`config.mk`:
```
export PLATFORM = sky130hd
export DESIGN_NAME = csa_accumulator
export DESIGN_NICKNAME = d
export VERILOG_FILES = /design/src/rtl/csa_pkg.sv /design/src/rtl/carrySelectAdder.sv /design/src/rtl/csa_accumulator.sv
export SDC_FILE = /design/constraint.sdc
export NUM_CORES = 1
export LEC_CHECK = 0
export ABC_CLOCK_PERIOD_IN_PS = 3800
export CAP_MARGIN = 20
export CORE_ASPECT_RATIO = 0.9
export CORE_MARGIN = 2
export CORE_UTILIZATION = 25
export DETAILED_ROUTE_END_ITERATION = 8
export GPL_TIMING_DRIVEN = 0
export PLACE_DENSITY = 0.53
export SYNTH_ARGS = -nofsm -noshare
export SYNTH_HDL_FRONTEND = slang
export SYNTH_SLANG_ARGS = --single-unit
```
`constraint.sdc`:
```
create_clock -name clk -period 3.8 [get_ports clk]
set_clock_uncertainty 0.05 [all_clocks]
set_input_delay 0.38 -clock clk [delete_from_list [all_inputs] [get_ports clk]]
set_output_delay 0.38 -clock clk [all_outputs]
set_load 0.01 [all_outputs]
```
`src/rtl/csa_pkg.sv`:
```
// Shared constants and types for the carry-select adder and the frame accumulator.
package csa_pkg;
  localparam int DATA_W    = 32;
  localparam int CSA_BLK_W = 4;

  typedef enum logic [1:0] {
    IDLE  = 2'd0,
    ACCUM = 2'd1,
    DONE  = 2'd2
  } csa_acc_state_t;
endpackage

```
`src/rtl/carrySelectAdder.sv`:
```
// Carry-select adder: each block precomputes sums for carry-in 0 and 1,
// and the rippling block carry only drives the select muxes.
module carrySelectAdder
  import csa_pkg::*;
#(
  parameter int W     = DATA_W,
  parameter int BLK_W = CSA_BLK_W
) (
  input  logic [W-1:0] a,
  input  logic [W-1:0] b,
  input  logic         cin,
  output logic [W-1:0] sum,
  output logic         cout
);
  localparam int NUM_BLK = W / BLK_W;

  logic [NUM_BLK:0] blk_c;

  assign blk_c[0] = cin;

  for (genvar g = 0; g < NUM_BLK; g++) begin : g_blk
    logic [BLK_W-1:0] a_b, b_b, s0, s1;
    logic             c0, c1;

    assign a_b       = a[g*BLK_W +: BLK_W];
    assign b_b       = b[g*BLK_W +: BLK_W];
    assign {c0, s0}  = {1'b0, a_b} + {1'b0, b_b};
    assign {c1, s1}  = {1'b0, a_b} + {1'b0, b_b} + {{BLK_W{1'b0}}, 1'b1};
    assign sum[g*BLK_W +: BLK_W] = blk_c[g] ? s1 : s0;
    assign blk_c[g+1]            = blk_c[g] ? c1 : c0;
  end

  assign cout = blk_c[NUM_BLK];
endmodule

```
`src/rtl/csa_accumulator.sv`:
```
// Frame accumulator: sums cfg_len+1 beats through the carry-select adder and
// presents the total plus a sticky carry-out flag on a valid/ready port.
module csa_accumulator
  import csa_pkg::*;
#(
  parameter int CNT_W = 8
) (
  input  logic              clk,
  input  logic              rst_n,
  input  logic              in_valid,
  output logic              in_ready,
  input  logic [DATA_W-1:0] in_data,
  input  logic [CNT_W-1:0]  cfg_len,
  output logic              out_valid,
  input  logic              out_ready,
  output logic [DATA_W-1:0] out_sum,
  output logic              out_ovf
);
  csa_acc_state_t    state_q, state_d;
  logic [DATA_W-1:0] acc_q, acc_d;
  logic              ovf_q, ovf_d;
  logic [CNT_W-1:0]  rem_q, rem_d;

  logic [DATA_W-1:0] add_sum;
  logic              add_cout;
  logic              beat;

  carrySelectAdder #(.W(DATA_W), .BLK_W(CSA_BLK_W)) u_add (
    .a    (acc_q),
    .b    (in_data),
    .cin  (1'b0),
    .sum  (add_sum),
    .cout (add_cout)
  );

  assign in_ready  = (state_q == DONE) ? out_ready : 1'b1;
  assign out_valid = (state_q == DONE);
  assign out_sum   = acc_q;
  assign out_ovf   = ovf_q;
  assign beat      = in_valid && in_ready;

  always_comb begin
    state_d = state_q;
    acc_d   = acc_q;
    ovf_d   = ovf_q;
    rem_d   = rem_q;
    unique case (state_q)
      IDLE, DONE: begin
        // In DONE a beat implies out_ready, so the result is taken on the same edge.
        if (beat) begin
          acc_d   = in_data;
          ovf_d   = 1'b0;
          rem_d   = cfg_len;
          state_d = (cfg_len == '0) ? DONE : ACCUM;
        end else if (state_q == DONE && out_ready) begin
          state_d = IDLE;
        end
      end
      ACCUM: begin
        if (beat) begin
          acc_d = add_sum;
          ovf_d = ovf_q | add_cout;
          if (rem_q == CNT_W'(1)) state_d = DONE;
          else                    rem_d   = rem_q - CNT_W'(1);
        end
      end
      default: state_d = IDLE;
    endcase
  end

  always_ff @(posedge clk) begin
    if (!rst_n) begin
      state_q <= IDLE;
      acc_q   <= '0;
      ovf_q   <= 1'b0;
      rem_q   <= '0;
    end else begin
      state_q <= state_d;
      acc_q   <= acc_d;
      ovf_q   <= ovf_d;
      rem_q   <= rem_d;
    end
  end
endmodule

```
==> impl_metrics.csv <==
group,metric,value,unit
clock_network,clockBufferDepth,2,
clock_network,htree_levels,2,
critical_path,reg2reg_depth,16,
sta,max_slew_margin,0.324,
final_layout,antenna_cells,0,
sta,post-route-min-period,3.99,ns
synth,synth_ff_type,"dfxtp_1",
detailed_routing,dr.max_layer_used,"met4",
final_layout,layout.nets,615,
detailed_routing,wirelength,11.9,mm
synth,ys_types,53,
power_and_ir_drop,pwr_density_cell,357,nW/um^2
final_layout,multi_input_area,2870,sq um
detailed_routing,wl_met1,5.63,mm
synth,ys_seq_area_frac,0.238,
run,maxCapViolCount,0,
global_route,grt_pass1_wl,18.3,mm
die,die_h,118,um
die,die_area,15500,sq um
global_route,grt_antenna_before_repair,0,
power_and_ir_drop,seq_power_share,0.292,
detailed_routing,drcViolationCount,0,
final_layout,area.growth.synth_to_final,43.8,%
power_and_ir_drop,ir_drop,199,uV
clock_network,clock_sinks,43,
critical_path,slowest_stage,"fa_2",
sta,holdWs,0.368,ns
sta,slew_violations,0,
synth,syn_nets,510,
synth,ys_ff_latch,43,
critical_path,crit_required,3.96,ns
clock_network,cts_inserted_buffers,5,
synth,synth_area,3620,sq um
placed_design,postPlaceCellArea,4650,sq um
detailed_routing,drt_iter0_markers,168,
die,io_pins,79,
critical_path,rrSetupSlack,-0.19,ns
power_and_ir_drop,net-switching-power,0.000646,W
power_and_ir_drop,internal_power,0.00121,W
critical_path,crit_buf_inv,3,
critical_path,endpoint_kind,"flop",
critical_path,worstPathMaxFanout,5,
die,floorplan.rows,41,
sta,hold_viol_final,0,
detailed_routing,vias,3641,
power_and_ir_drop,clkPwrFrac,0.280,
final_layout,design_area,5210,sq um
worst_hold_path,hold_path_class,"input pin to flop",
sta,rsz0062_at_grt,"true",
synth,ys_async_sr_fraction,0,
sta,fmax,251,MHz
detailed_routing,final_antenna_net_count,0,
global_route,first_global_vias,3576,
final_layout,nFillCells,1441,
final_layout,drive_gt1_frac,0.140,
detailed_routing,routed-wl-met2,5.25,mm
sta,tightest_slew,1.01,ns
clock_network,clk_latency,0.29,ns
sta,finalSetupViolations,9,
critical_path,start_kind,"flop",
clock_network,cts_tree,"yes",
global_route,grt_max_degree,14,
status,violations,"setup timing",
critical_path,arrival,4.15,ns
critical_path,cp_cell_sequence,"ha_4, fa_2, ha_4, nand2b_4, nor4_4, mux2i_4, mux2i_4, mux2i_2, mux2i_2, buf_4, xnor2_4, buf_4, buf_6, xnor2_1, a211o_1, a21oi_1",
placed_design,gp_congestion,0.859,
global_route,overflow,0,
sta,setup_ws,-0.187,ns
synth,syn_area_per_cell,8.69,sq um
detailed_routing,wl_per_cell,16.6,um
critical_path,slowest_delay,0.57,ns
critical_path,r2r_end,"out_sum[24]$_SDFFE_PN0P_",
clock_network,clkSlewWorstSetupHoldPaths,0.07,ns
worst_hold_path,min_to,"out_sum[0]$_SDFFE_PN0P_",
power_and_ir_drop,total_power,0.00186,W
synth,syn_inst,417,
status,status,"finished, violations left",
synth,synth_warnings,0,
power_and_ir_drop,leakagePower,2.10,nW
critical_path,critPathKind,"flop to flop",
critical_path,crit_start,"out_sum[4]$_SDFFE_PN0P_",
die,dieWidth,131,um
detailed_routing,wl_met3,796,um
clock_network,cts_hold_buf,0,
detailed_routing,via_per_inst,5.09,
power_and_ir_drop,p_sw_frac,0.347,
critical_path,critPathTopFamily,"multiplexers",
critical_path,reg2reg_from,"out_sum[4]$_SDFFE_PN0P_",
sta,post-route-period-util,1.05,
die,core_region_area,14100,sq um
power_and_ir_drop,pwr-share-comb,0.428,
placed_design,dp.final_hpwl,8.68,mm
final_layout,layout.area.seq,865,sq um
clock_network,root_buffer,"clkbuf_16",
die,start_util,0.257,
worst_hold_path,holdPathStages,3,
synth,synth_edf_count,0,
worst_hold_path,worstHoldStart,"in_data[0]",
global_route,grtUsageTotal,0.151,
placed_design,io_buffer_count,77,
detailed_routing,dr.pass1.iters,5,
power by group through the flow:
stage | registers, W | logic (W) | clock network [W]
finish | 0.000543 | 0.000796 | 0.000521
global route | 0.000550 | 0.000877 | 0.000548
CTS | 0.000543 | 0.000754 | 0.000531
detailed placement | 0.000553 | 0.000694 | 0
global placement | 0.000551 | 0.000683 | 0
floorplan | 0.000556 | 0.000443 | 0
synth_stat cells (9+ instances only):
library cell / count / area share
a21oi_1: 43 / 0.059
dfxtp_1: 43 / 0.24
ha_1: 41 / 0.14
nand2_1: 39 / 0.040
nor2_1: 28 / 0.029
xnor2_1: 21 / 0.051
clkbuf_1: 19 / 0.020
o221ai_1: 15 / 0.036
a21o_1: 14 / 0.029
xor2_1: 13 / 0.031
nand4_1: 9 / 0.016
logic make-up (layout without fill, tap and decap cells):
logic type | Yosys count | after routing | share of synthesized area
simple gates | 126 | 126 | 0.180
flops | 43 | 43 | 0.238
compound gates | 124 | 124 | 0.239
mux | 11 | 11 | 0.0332
xor+xnor | 37 | 37 | 0.0957
buf+inv | 27 | 133 | 0.0280
fa+ha+maj | 49 | 49 | 0.186
layout by cell type, fill, tap and decap left out, drive strengths merged, types with 16 or more instances in the layout:
cell and n:
clkdlybuf4s50 72, a21oi 45, dfxtp 43, ha 41
nand2 39, nor2 28, clkbuf 25, xnor2 23
buf 21, a21o 16
worst reg2reg max path: stages, from the launching register on:
cell and delay (ns):
dfxtp_4 0.35, ha_4 0.16, fa_2 0.57, ha_4 0.15
nand2b_4 0.05, nor4_4 0.24, mux2i_4 0.36, mux2i_4 0.29
mux2i_2 0.31, mux2i_2 0.31, buf_4 0.18, xnor2_4 0.08
buf_4 0.15, buf_6 0.12, xnor2_1 0.11, a211o_1 0.28
a21oi_1 0.14
per-stage QoR:
| step | TNS [ns] | instances | utilization | setup WS, ns |
|---|---|---|---|---|
| CTS | -1.86 | 708 | 0.358 | -0.288 |
| floorplan | -0.0605 | 417 | - | -0.0452 |
| global placement | -9.75 | 687 | 0.330 | -1.02 |
| detailed placement | -9.96 | 687 | 0.330 | -1.04 |
| finish | -1.09 | 716 | 0.369 | -0.187 |
| global route | -2.51 | 716 | 0.369 | -0.341 |
metal layers:
metal	global-route usage	up-vias
li1	-	1779
met1	0.212	1722
met2	0.235	121
met3	0.0308	19
met4	0.0399	0
met5	0	-
registers in the layout, summed over array words and instances, names as in the netlist:
signal and cells:
out_ovf 1, out_sum 32, rem_q 8, state_q 2
how the worst max path moves through the flow:
stage,cells past startpoint,end
after floorplan,13,out_ovf$_SDFFE_PN0P_
after global placement,14,out_ovf$_SDFFE_PN0P_
after detailed placement,14,out_ovf$_SDFFE_PN0P_
after CTS,14,out_sum[25]$_SDFFE_PN0P_
after global routing,14,out_sum[25]$_SDFFE_PN0P_
final,16,out_sum[24]$_SDFFE_PN0P_
repair_timing:
item,CTS,global route
pin swaps,18,17
endpoints found under the hold margin,0,0
resized for setup,26,19
buffers inserted,13,10
setup endpoints to repair,13,13
final cells by class:
class / instances / area share
Buffer: 19 / 0.0137
Clock buffer: 6 / 0.0267
Clock inverter: 2 / 0.00672
Inverter: 8 / 0.00576
Multi-Input combinational cell: 347 / 0.552
Sequential cell: 43 / 0.166
Tap cell: 193 / 0.0463
Timing Repair Buffer: 98 / 0.183
Power figures use the tool's default switching activity.
